**src/rtl/cp0_unit.sv**
```systemverilog
// cp0_unit: MIPS coprocessor 0 for the M stage.
// Holds SR, Cause, EPC and PRId, decides trap requests, and serves mfc0/mtc0/eret.
// Optional build macro CP0_TIMER_EN adds Count (reg 9), Compare (reg 11) and the
// timer-pending flag TI (Cause[30]), which is OR'd into HWInt[TIMER_LINE].
module cp0_unit #(
  parameter logic [31:0] PRID       = 32'h0000_7C07,
  parameter int unsigned TIMER_LINE = 7
) (
  input  logic        Clk,
  input  logic        Reset,
  input  logic [4:0]  A1,
  input  logic [4:0]  A2,
  input  logic [31:0] DIn,
  input  logic        WE,
  input  logic [31:0] PCM,
  input  logic        BDM,
  input  logic [6:2]  ExcCodeM,
  input  logic [7:2]  HWInt,
  input  logic        EXLClr,
  output logic        Req,
  output logic [31:0] EPCOut,
  output logic [31:0] DOut
);

  localparam logic [4:0] REG_COUNT   = 5'd9;
  localparam logic [4:0] REG_COMPARE = 5'd11;
  localparam logic [4:0] REG_SR      = 5'd12;
  localparam logic [4:0] REG_CAUSE   = 5'd13;
  localparam logic [4:0] REG_EPC     = 5'd14;
  localparam logic [4:0] REG_PRID    = 5'd15;
  localparam logic [7:2] TIMER_MASK  = 6'(1 << (TIMER_LINE - 2));

  // SR fields
  logic [5:0]  sr_im;
  logic        sr_exl;
  logic        sr_ie;
  // Cause fields
  logic        cause_bd;
  logic [5:0]  cause_ip;
  logic [4:0]  cause_exc;
  // EPC is word-aligned, so only bits [31:2] are stored
  logic [31:2] epc;

  logic        ti;
  logic [7:2]  hw_eff;
  logic        int_req;
  logic        exc_req;
  logic [31:2] epc_trap;
  logic        mtc0_ok;
  logic        unused_pcm;

`ifdef CP0_TIMER_EN
  logic [31:0] count;
  logic [31:0] compare;

  // Free-running counter, compare register and timer-pending flag
  always_ff @(posedge Clk) begin
    if (Reset) begin
      count   <= 32'd0;
      compare <= 32'd0;
      ti      <= 1'b0;
    end else begin
      if (mtc0_ok && A2 == REG_COUNT) count <= DIn;
      else                            count <= count + 32'd1;
      if (mtc0_ok && A2 == REG_COMPARE) begin
        compare <= DIn;
        ti      <= 1'b0;
      end else if (count == compare && compare != 32'd0) begin
        ti <= 1'b1;
      end
    end
  end
`else
  assign ti = 1'b0;
`endif

  assign unused_pcm = ^PCM[1:0];

  // Trap request: interrupts and exceptions are both masked while EXL is set
  always_comb begin
    hw_eff   = HWInt | (ti ? TIMER_MASK : 6'b0);
    int_req  = sr_ie & ~sr_exl & (|(hw_eff & sr_im));
    exc_req  = (ExcCodeM != 5'd0) & ~sr_exl;
    Req      = int_req | exc_req;
    epc_trap = BDM ? (PCM[31:2] - 30'd1) : PCM[31:2];
    mtc0_ok  = WE & ~Req;
  end

  // Architectural state update: reset > trap > eret > mtc0
  always_ff @(posedge Clk) begin
    if (Reset) begin
      sr_im     <= 6'd0;
      sr_exl    <= 1'b0;
      sr_ie     <= 1'b0;
      cause_bd  <= 1'b0;
      cause_ip  <= 6'd0;
      cause_exc <= 5'd0;
      epc       <= 30'd0;
    end else begin
      cause_ip <= hw_eff;
      if (Req) begin
        sr_exl    <= 1'b1;
        cause_exc <= int_req ? 5'd0 : ExcCodeM;
        cause_bd  <= BDM;
        epc       <= epc_trap;
      end else begin
        if (WE && A2 == REG_SR) begin
          sr_im  <= DIn[15:10];
          sr_exl <= DIn[1];
          sr_ie  <= DIn[0];
        end
        if (EXLClr) sr_exl <= 1'b0;
        if (WE && A2 == REG_EPC) epc <= DIn[31:2];
      end
    end
  end

  // mfc0 read port returns pre-edge register values
  always_comb begin
    DOut = 32'd0;
    case (A1)
      REG_SR:    DOut = {16'd0, sr_im, 8'd0, sr_exl, sr_ie};
      REG_CAUSE: DOut = {cause_bd, ti, 14'd0, cause_ip, 3'd0, cause_exc, 2'd0};
      REG_EPC:   DOut = {epc, 2'b00};
      REG_PRID:  DOut = PRID;
`ifdef CP0_TIMER_EN
      REG_COUNT:   DOut = count;
      REG_COMPARE: DOut = compare;
`endif
      default:   DOut = 32'd0;
    endcase
  end

  assign EPCOut = {epc, 2'b00};

endmodule

```
**config.mk**
```make
export PLATFORM = sky130hd
export DESIGN_NAME = cp0_unit
export DESIGN_NICKNAME = d
export VERILOG_FILES = /design/src/rtl/cp0_unit.sv
export SDC_FILE = /design/constraint.sdc
export NUM_CORES = 1
export LEC_CHECK = 0
export ABC_AREA = 0
export BUFFER_PORTS_ARGS = -buffer_cell sky130_fd_sc_hd__buf_2
export CORE_ASPECT_RATIO = 1.4
export CORE_MARGIN = 3
export CORE_UTILIZATION = 50
export CTS_BUF_LIST = sky130_fd_sc_hd__clkbuf_4 sky130_fd_sc_hd__clkbuf_8 sky130_fd_sc_hd__clkbuf_16
export DETAILED_ROUTE_END_ITERATION = 12
export PLACE_DENSITY = 0.88
export SYNTH_ARGS = -nofsm -noshare
export SYNTH_HDL_FRONTEND = slang
export SYNTH_SLANG_ARGS = --single-unit
```
**constraint.sdc**
```tcl
create_clock -name Clk -period 3.2 [get_ports Clk]
set_clock_uncertainty 0.05 [all_clocks]
set_input_delay 0.16 -clock Clk [delete_from_list [all_inputs] [get_ports Clk]]
set_output_delay 0.16 -clock Clk [all_outputs]
set_load 0.03 [all_outputs]
```
# [Word-level counts from Yosys, hierarchy flattened]
# Cells that the tools add are included.
[totals] reg_bits=50 latchBits=0 mem_bits_rw=0 romBits=0 out_inout_bits=65 elab_cells=36 mem_count=0
[classes] addsub=1 mul=0 div=0 n_lt_le_gt_ge=0 eq_ne=6 shift=0 n_mux=8 n_bitwise=7 n_reduce_logical=7
[op_table] cell="32-bit one-hot mux with 4 select lines" count=1
[op_table] cell="30-bit 2-to-1 mux" count=3
[op_table] cell="5-bit by 4-bit == test with 1-bit output, second input constant" count=6
[op_table] cell="30-bit by 1-bit subtractor with 30-bit output, second input constant" count=1
[op_table] cell="6-bit AND" count=1
[op_table] cell="6-bit OR reduction" count=1
[op_table] cell="5-bit 2-to-1 mux" count=1
[op_table] cell="5-bit nonzero test" count=1
[op_table] cell="1-bit AND" count=3
[op_table] cell="1-bit 2-to-1 mux" count=3
[op_table] cell="3-bit nonzero test" count=1
[op_table] cell="1-bit logical AND" count=2
[op_table] cell="1-bit inverter" count=2
[op_table] cell="2-bit AND reduction" count=1
[op_table] cell="2-bit nonzero test" count=1
[op_table] cell="1-bit OR" count=1

# [Longest topological paths before layout]
# Gate-level depths: netlist of the first run.
[logic_depth] word_depth=6 mapped_depth=8 depth_no_buf=7

# [Least setup slack after synthesis of the first run]
# No wires, ideal clock.
[synth_path] path_type="register -> register" start="reg sr_im[0]" end="reg epc[22] (netlist bit)" arrival_time_ns=1.534 slack_ns=1.461 stages_incl_launch_ff=8 path_buffers=2 synth_period_minus_slack_ns=1.739 path_cell_list="dfxtp_1 -> a22o_1 -> o311ai_1 -> and2_1 -> buf_2 -> inv_2 -> clkbuf_1 -> a21oi_1"
[synth_via] elab_chain_cells=5 word_cells_on_any_way=6 cone_classes="mux (1); bitwise (3); reduce/logical (2)"
[synth_lines] element="start, declared" line_no="34" text="logic [5:0] sr_im;"
[synth_lines] element="start signal, assigned" line_no="108" text="sr_im <= DIn[15:10];"
[synth_lines] element="6-bit AND (*)" line_no="82" text="int_req = sr_ie & ~sr_exl & (|(hw_eff & sr_im));"
[synth_lines] element="6-bit OR reduction (*)" line_no="82"
[synth_lines] element="1-bit AND (*)" line_no="82"
[synth_lines] element="1-bit OR (*)" line_no="84" text="Req = int_req | exc_req;"
[synth_lines] element="via Req" line_no="20" text="output logic Req,"
[synth_lines] element="30-bit 2-to-1 mux or 2-bit nonzero test (tied branches)"
[synth_lines] element="end signal, assigned" line_no="105" text="epc <= epc_trap;"
[synth_lines] element="end signal, assigned" line_no="113" text="if (WE && A2 == REG_EPC) epc <= DIn[31:2];"
[synth_lines] element="end, declared" line_no="42" text="logic [31:2] epc;"
# The timed path passes the listed nets; every way through them passes the cells marked *.
# A chain may end at the register's enable or synchronous reset.

# [Final worst setup path of the first run]
[layout_path] start="reg sr_im[3]" end="out Req"
[layout_via] elab_chain_cells=4
[layout_lines] element="6-bit AND" line_no="82"
[layout_lines] element="6-bit OR reduction" line_no="82"
[layout_lines] element="1-bit AND" line_no="82"
[layout_lines] element="1-bit OR" line_no="84"
[layout_lines] element="end, declared" line_no="20"
# Every way passes these cells.

==> results.py, run 1 <==
metrics = {
    "power": {
        "switching_share_pct": 33.7,
        "clockPowerShare_pct": 26.2,
        "p_comb_share_pct": 26.9,
        "p_per_area_nw_per_um2": 369,
        "ir_drop_mv": 0.190,
        "p_int_mw": 0.994,
        "p_switching_mw": 0.506,
        "p_leak_nw": 2.00,
        "seq_power_share_pct": 46.8,
    },
    "sta": {
        "holdWs_ns": 0.0346,
        "slew_viol_final": 0,
        "fmax_mhz": 432,
        "finalCriticalPeriod_ns": 2.32,
        "finalHoldViolations": 0,
        "maxSlewHeadroom_pct": 37.6,
        "tightest_slew_ns": 0.936,
        "timing.final.crit_share_pct": 72.4,
        "timing.final.ws_setup_ns": 0.883,
        "finalSetupTns_ns": 0,
        "rsz0062_at_grt": "false",
        "finalSetupViolCount": 0,
    },
    "routing": {
        "wl_microns": 9420,
        "first_iter_violations": 213,
        "dr_total_vias": 3335,
        "routedWlPerCell_microns": 16.1,
        "drtPass1Iterations": 7,
        "drc_errors": 0,
        "viasPerCell": 5.68,
        "ant_nets": 0,
    },
    "placement": {
        "port_buffers": 150,
        "routabilityCongestion": 0.956,
        "dp_slack_ns": 0.999,
        "place_area_sq_um": 3970,
        "hpwl_microns": 7410,
        "post-place-cells": 579,
    },
    "min_path": {
        "min_to": "cause_ip[1]",
        "hold_class": "in -> reg",
        "worstHoldStart": "HWInt[3]",
        "hold_path_depth": 2,
    },
    "clock_network": {
        "clock_latency_ns": 0.30,
        "postCtsSetupBuffers": 0,
        "tritoncts": "yes",
        "cts.sinks": 50,
        "clockRootBuffer": "clkbuf_8",
        "htree_levels": 2,
        "cts_resized": 0,
        "hold_buffers": 0,
        "clkTransAtPathRegs_ns": 0.09,
        "cts_buffer_depth": 2,
        "numCtsBuffers": 5,
    },
    "worst_setup_path": {
        "cp-startpoint": "sr_im[3]",
        "endpoint_kind": "primary output",
        "required_ns": 2.99,
        "worstSetupPathType": "reg -> out",
        "crit_path_max_fanout": 20,
        "crit_arrival_ns": 2.11,
        "reg2reg_from": "sr_im[3]",
        "critical_path.startpoint_type": "register",
        "timing.rr.end": "epc[5]",
        "reg2reg_depth": 6,
        "rrSetupSlack_ns": 1.19,
    },
    "synth": {
        "ys_seq_area_share_pct": 31.1,
        "syn_inst": 379,
        "syn_area_per_cell_sq_um": 8.49,
        "async_reset_ff_share_pct": 0,
        "synth_area_sq_um": 3220,
        "yosys_warnings": 0,
        "yosysTopAreaCell": "dfxtp_1",
        "ys_seq_elements": 50,
        "synth_top_cell_area_share_pct": 31.1,
        "synth_commonest_cells": "dfxtp_1, nor2_1, mux2i_1",
        "ys_types": 49,
        "synth_edf_count": 0,
        "synth_most_common_cell": "dfxtp_1",
        "synth-main-ff-cell": "dfxtp_1",
        "synth_area_leaders": "dfxtp_1, mux2i_1, xnor2_1",
    },
    "die": {
        "start_util_pct": 53.4,
        "die_y_microns": 101,
        "die_area_sq_um": 7450,
        "row_count": 33,
        "io-pin-count": 155,
        "core-area_sq_um": 6030,
        "die_w_microns": 73.8,
    },
    "finish": {
        "drive_gt1_share_pct": 36.0,
        "multi_input_area_sq_um": 2090,
        "diodes": 0,
        "syn2layout_area_growth_pct": 26.5,
        "n_fill_cell": 472,
        "instances_no_fill": 587,
        "final_area_sq_um": 4070,
        "fin_nets": 607,
        "final-seq-area_sq_um": 1000,
    },
    "global_route": {
        "grt_first_pass_wirelength_microns": 14600,
        "antenna_found_initial": 0,
        "grt.overflow.total": 0,
        "track_usage_pct": 24.7,
        "grt_pass1_vias": 3156,
        "grt_max_degree": 51,
    },
    "outcome": {
        "status": "finished clean",
    },
    "job": {
        "drv_cap": 0,
    },
}
[power groups by stage]
| stage | clock (mW) | sequential, mW | combinational, mW |
|---|---|---|---|
| after CTS | 0.399 | 0.702 | 0.403 |
| after detailed placement | 0 | 0.717 | 0.402 |
| after floorplan | 0 | 0.779 | 0.185 |
| after global placement | 0 | 0.714 | 0.393 |
| after global routing | 0.422 | 0.708 | 0.437 |
| final | 0.394 | 0.703 | 0.404 |
[how the worst max path moves through the flow]
stage                          to  slack, ns  depth (start not counted)
final                         Req       0.88                          5
after global routing          Req       0.74                          5
after CTS                     Req       0.86                          5
after detailed placement   epc[9]        1.0                          6
after global placement    epc[31]       1.07                          7
after floorplan           epc[22]       1.46                          7
[layer usage]
layer  routed length (microns)  GRT usage [%]  vias up
met2                      5040           44.5      149
met1                      3460           27.9     1547
met5                         0              0        -
met4                       299           12.7        0
li1                          -              -     1619
met3                       627           2.59       20
[metrics by stage]
step | util [%] | power [mW]
4_1_cts | 67.5 | 1.50
6_report | 67.5 | 1.50
3_3_place_gp | 65.9 | 1.11
3_5_place_dp | 65.9 | 1.12
2_1_floorplan | - | 0.964
5_1_grt | 67.5 | 1.57
[area by class of cell]
| cell class | count | share of cell area (%) |
|---|---|---|
| Timing Repair Buffer | 154 | 19.2 |
| Multi-Input combinational cell | 301 | 51.4 |
| Clock buffer | 6 | 2.03 |
| Clock inverter | 2 | 0.308 |
| Tap cell | 70 | 2.15 |
| Sequential cell | 50 | 24.6 |
| Inverter | 4 | 0.369 |
[cells in the final DEF, fill, tap and decap left out, types with 14 or more instances in the layout]
master / Yosys / final
a211oi_1: 20 / 20
a21o_1: 14 / 14
a21oi_1: 20 / 20
and2_1: 19 / 18
buf_2: 10 / 150
dfxtp_1: 50 / 50
mux2i_1: 37 / 37
nand2_1: 17 / 17
nor2_1: 44 / 44
nor2b_1: 16 / 16
xnor2_1: 23 / 23
[sequential cells by signal, indices dropped and copies added, names as in the netlist]
name and count:
epc 30, cause_ip 6, sr_im 6, cause_exc 5, cause_bd 1, sr_exl 1
sr_ie 1
[cell families after synthesis]
| logic type | Yosys count | synth area share [%] |
|---|---|---|
| XOR/XNOR | 28 | 7.62 |
| flip-flops | 50 | 31.1 |
| multiplexers | 39 | 12.2 |
| buffers and inverters | 29 | 4.24 |
| AO/OA/AOI/OAI | 75 | 16.1 |
| adder cells (fa/ha/maj) | 1 | 0.389 |
| other | 1 | 0.117 |
| AND/OR/NAND/NOR | 156 | 28.2 |
[critical path, stage by stage, from the launching register on]
cell      delay, ns
dfxtp_1        0.33
a22o_1         0.24
o311ai_1       0.32
and2_2         0.41
inv_2          0.26
buf_2          0.25
No activity file was read; power rests on OpenSTA's default activity.
==> run 2: changes to the inputs <==
- CORE_UTILIZATION: 50 -> 47
- PLACE_DENSITY: 0.88 -> 0.83
- clock period: 3.2 -> 2.2 ns (I/O delays scaled with it)
==> run 2 against run 1 <==
Via count is 0.45% lower. Core utilization is 2.9 points lower. Count of clock-buffer cells in the layout is 1 lower. Sequential share of layout area is 1.2 points lower. Critical endpoint unchanged.
==> results.py, run 2 (synthesis results as in run 1) <==
metrics = {
    "outcome": {
        "status": "finished clean",
    },
    "worst_setup_path": {
        "crit_slowest_cell": "dlygate4sd3_1",
        "crit_arrival_ns": 1.89,
        "worstSetupPathType": "in -> out",
        "path_cells": "dlygate4sd3_1, buf_2, a22o_1, o311ai_1, and2_4, inv_2, buf_2",
        "rrSetupSlack_ns": 0.36,
        "cp-startpoint": "HWInt[4]",
        "critPathTopFamily": "buffers and inverters",
        "crit_path_max_fanout": 20,
        "critPathBufInv": 4,
        "endpoint_kind": "primary output",
        "reg2reg_from": "sr_im[3]",
        "required_ns": 2.04,
        "max_stage_delay_ns": 0.53,
        "crit_path_frequent_cell": "buf_2",
        "timing.rr.end": "epc[3]",
        "reg2reg_depth": 7,
        "critical_path.startpoint_type": "input pin",
    },
    "global_route": {
        "top_usage_layer": "met2",
        "use_met2_pct": 43.1,
        "antenna_found_initial": 0,
        "grt_first_pass_wirelength_microns": 15400,
        "gr-usage-met1_pct": 27.6,
        "grt_pass1_vias": 3176,
        "grt_max_degree": 31,
        "gr-usage-met3_pct": 2.69,
        "grt.overflow.total": 0,
        "track_usage_pct": 24.0,
    },
    "routing": {
        "drtPass1Iterations": 5,
        "drc_errors": 0,
        "ant_nets": 0,
        "viasPerCell": 5.29,
        "routedWlPerCell_microns": 15.2,
        "first_iter_violations": 150,
        "dr_total_vias": 3320,
        "wl_microns": 9520,
    },
    "clock_network": {
        "cts.sinks": 50,
        "clkTransAtPathRegs_ns": 0.09,
        "clock_latency_ns": 0.31,
        "cts_buffer_depth": 2,
        "numCtsBuffers": 5,
        "htree_levels": 2,
        "clockRootBuffer": "clkbuf_8",
        "tritoncts": "yes",
    },
    "finish": {
        "reg_top3": "epc x30, cause_ip x6, sr_im x6",
        "fin_nets": 626,
        "drive_gt1_share_pct": 37.3,
        "diodes": 0,
        "top_register": "epc",
        "syn2layout_area_growth_pct": 32.8,
        "largest_register_ffs": 30,
        "mostFrequentLayoutCell": "buf_2",
        "mostFrequentLayoutCells": "buf_2, dfxtp_1, nor2_1, mux2i_1, xnor2_1",
        "finish.utilization_pct": 64.6,
    },
    "min_path": {
        "min_to": "cause_ip[5]",
        "hold_class": "in -> reg",
        "worstHoldStart": "HWInt[7]",
        "hold_path_depth": 2,
    },
    "sta": {
        "timing.final.crit_share_pct": 93.1,
        "slew_viol_final": 0,
        "finalSetupTns_ns": 0,
        "holdWs_ns": 0.00582,
        "finalCriticalPeriod_ns": 2.05,
        "finalSetupViolCount": 0,
        "rsz0062_at_grt": "false",
        "timing.final.ws_setup_ns": 0.153,
        "finalHoldViolations": 0,
        "fmax_mhz": 488,
        "maxSlewHeadroom_pct": 55.3,
        "tightest_slew_ns": 0.664,
    },
    "power": {
        "p_per_area_nw_per_um2": 514,
        "p_leak_nw": 2.09,
        "ir_drop_mv": 0.339,
        "total_power_mw": 2.20,
    },
    "die": {
        "die_y_microns": 104,
        "die_w_microns": 75.9,
        "start_util_pct": 48.6,
        "die_area_sq_um": 7890,
        "core-area_sq_um": 6610,
        "io-pin-count": 155,
        "row_count": 35,
    },
    "job": {
        "drv_cap": 0,
    },
    "placement": {
        "port_buffers": 150,
        "hpwl_microns": 7550,
        "routabilityCongestion": 0.940,
        "dp_slack_ns": 0.215,
    },
}
[run 2: how the worst max path moves through the flow]
stage                   end  depth (start not counted)
floorplan           epc[22]                          7
global placement        Req                          6
detailed placement  epc[14]                          7
CTS                     Req                          7
global route            Req                          7
finish                  Req                          7
[run 2: power breakdown]
part	internal [mW]	total [mW]	switching, mW
sequential	0.973	1.02	0.0469
clock	0.224	0.554	0.329
combinational	0.251	0.625	0.374
[run 2: through the flow]
step	cells	cell area, sq um
3_5_place_dp	611	4100
4_1_cts	624	4240
6_report	628	4270
2_1_floorplan	380	3220
3_3_place_gp	611	4100
5_1_grt	628	4270
[run 2: per-layer routing]
| layer | wire, microns | part of all wire [%] |
|---|---|---|
| met4 | 367 | 3.9 |
| met3 | 432 | 4.5 |
| met1 | 3820 | 40 |
| met2 | 4900 | 51 |
| met5 | 0 | 0 |
[run 2: timing repair]
action | in CTS | in global routing
hold buffers | 5 | 0
resized for setup | 1 | 0
setup endpoints to repair | 1 | 1
setup buffers | 0 | 4
pin swaps | 0 | 1
endpoints found under the hold margin | 5 | 0
[run 2: cell type report]
class	count	area, sq um
Fill cell	572	2340
Clock inverter	3	21.3
Clock buffer	5	68.8
Tap cell	92	115
Multi-Input combinational cell	301	2090
Inverter	4	15.0
Timing Repair Buffer	173	961
Sequential cell	50	1000
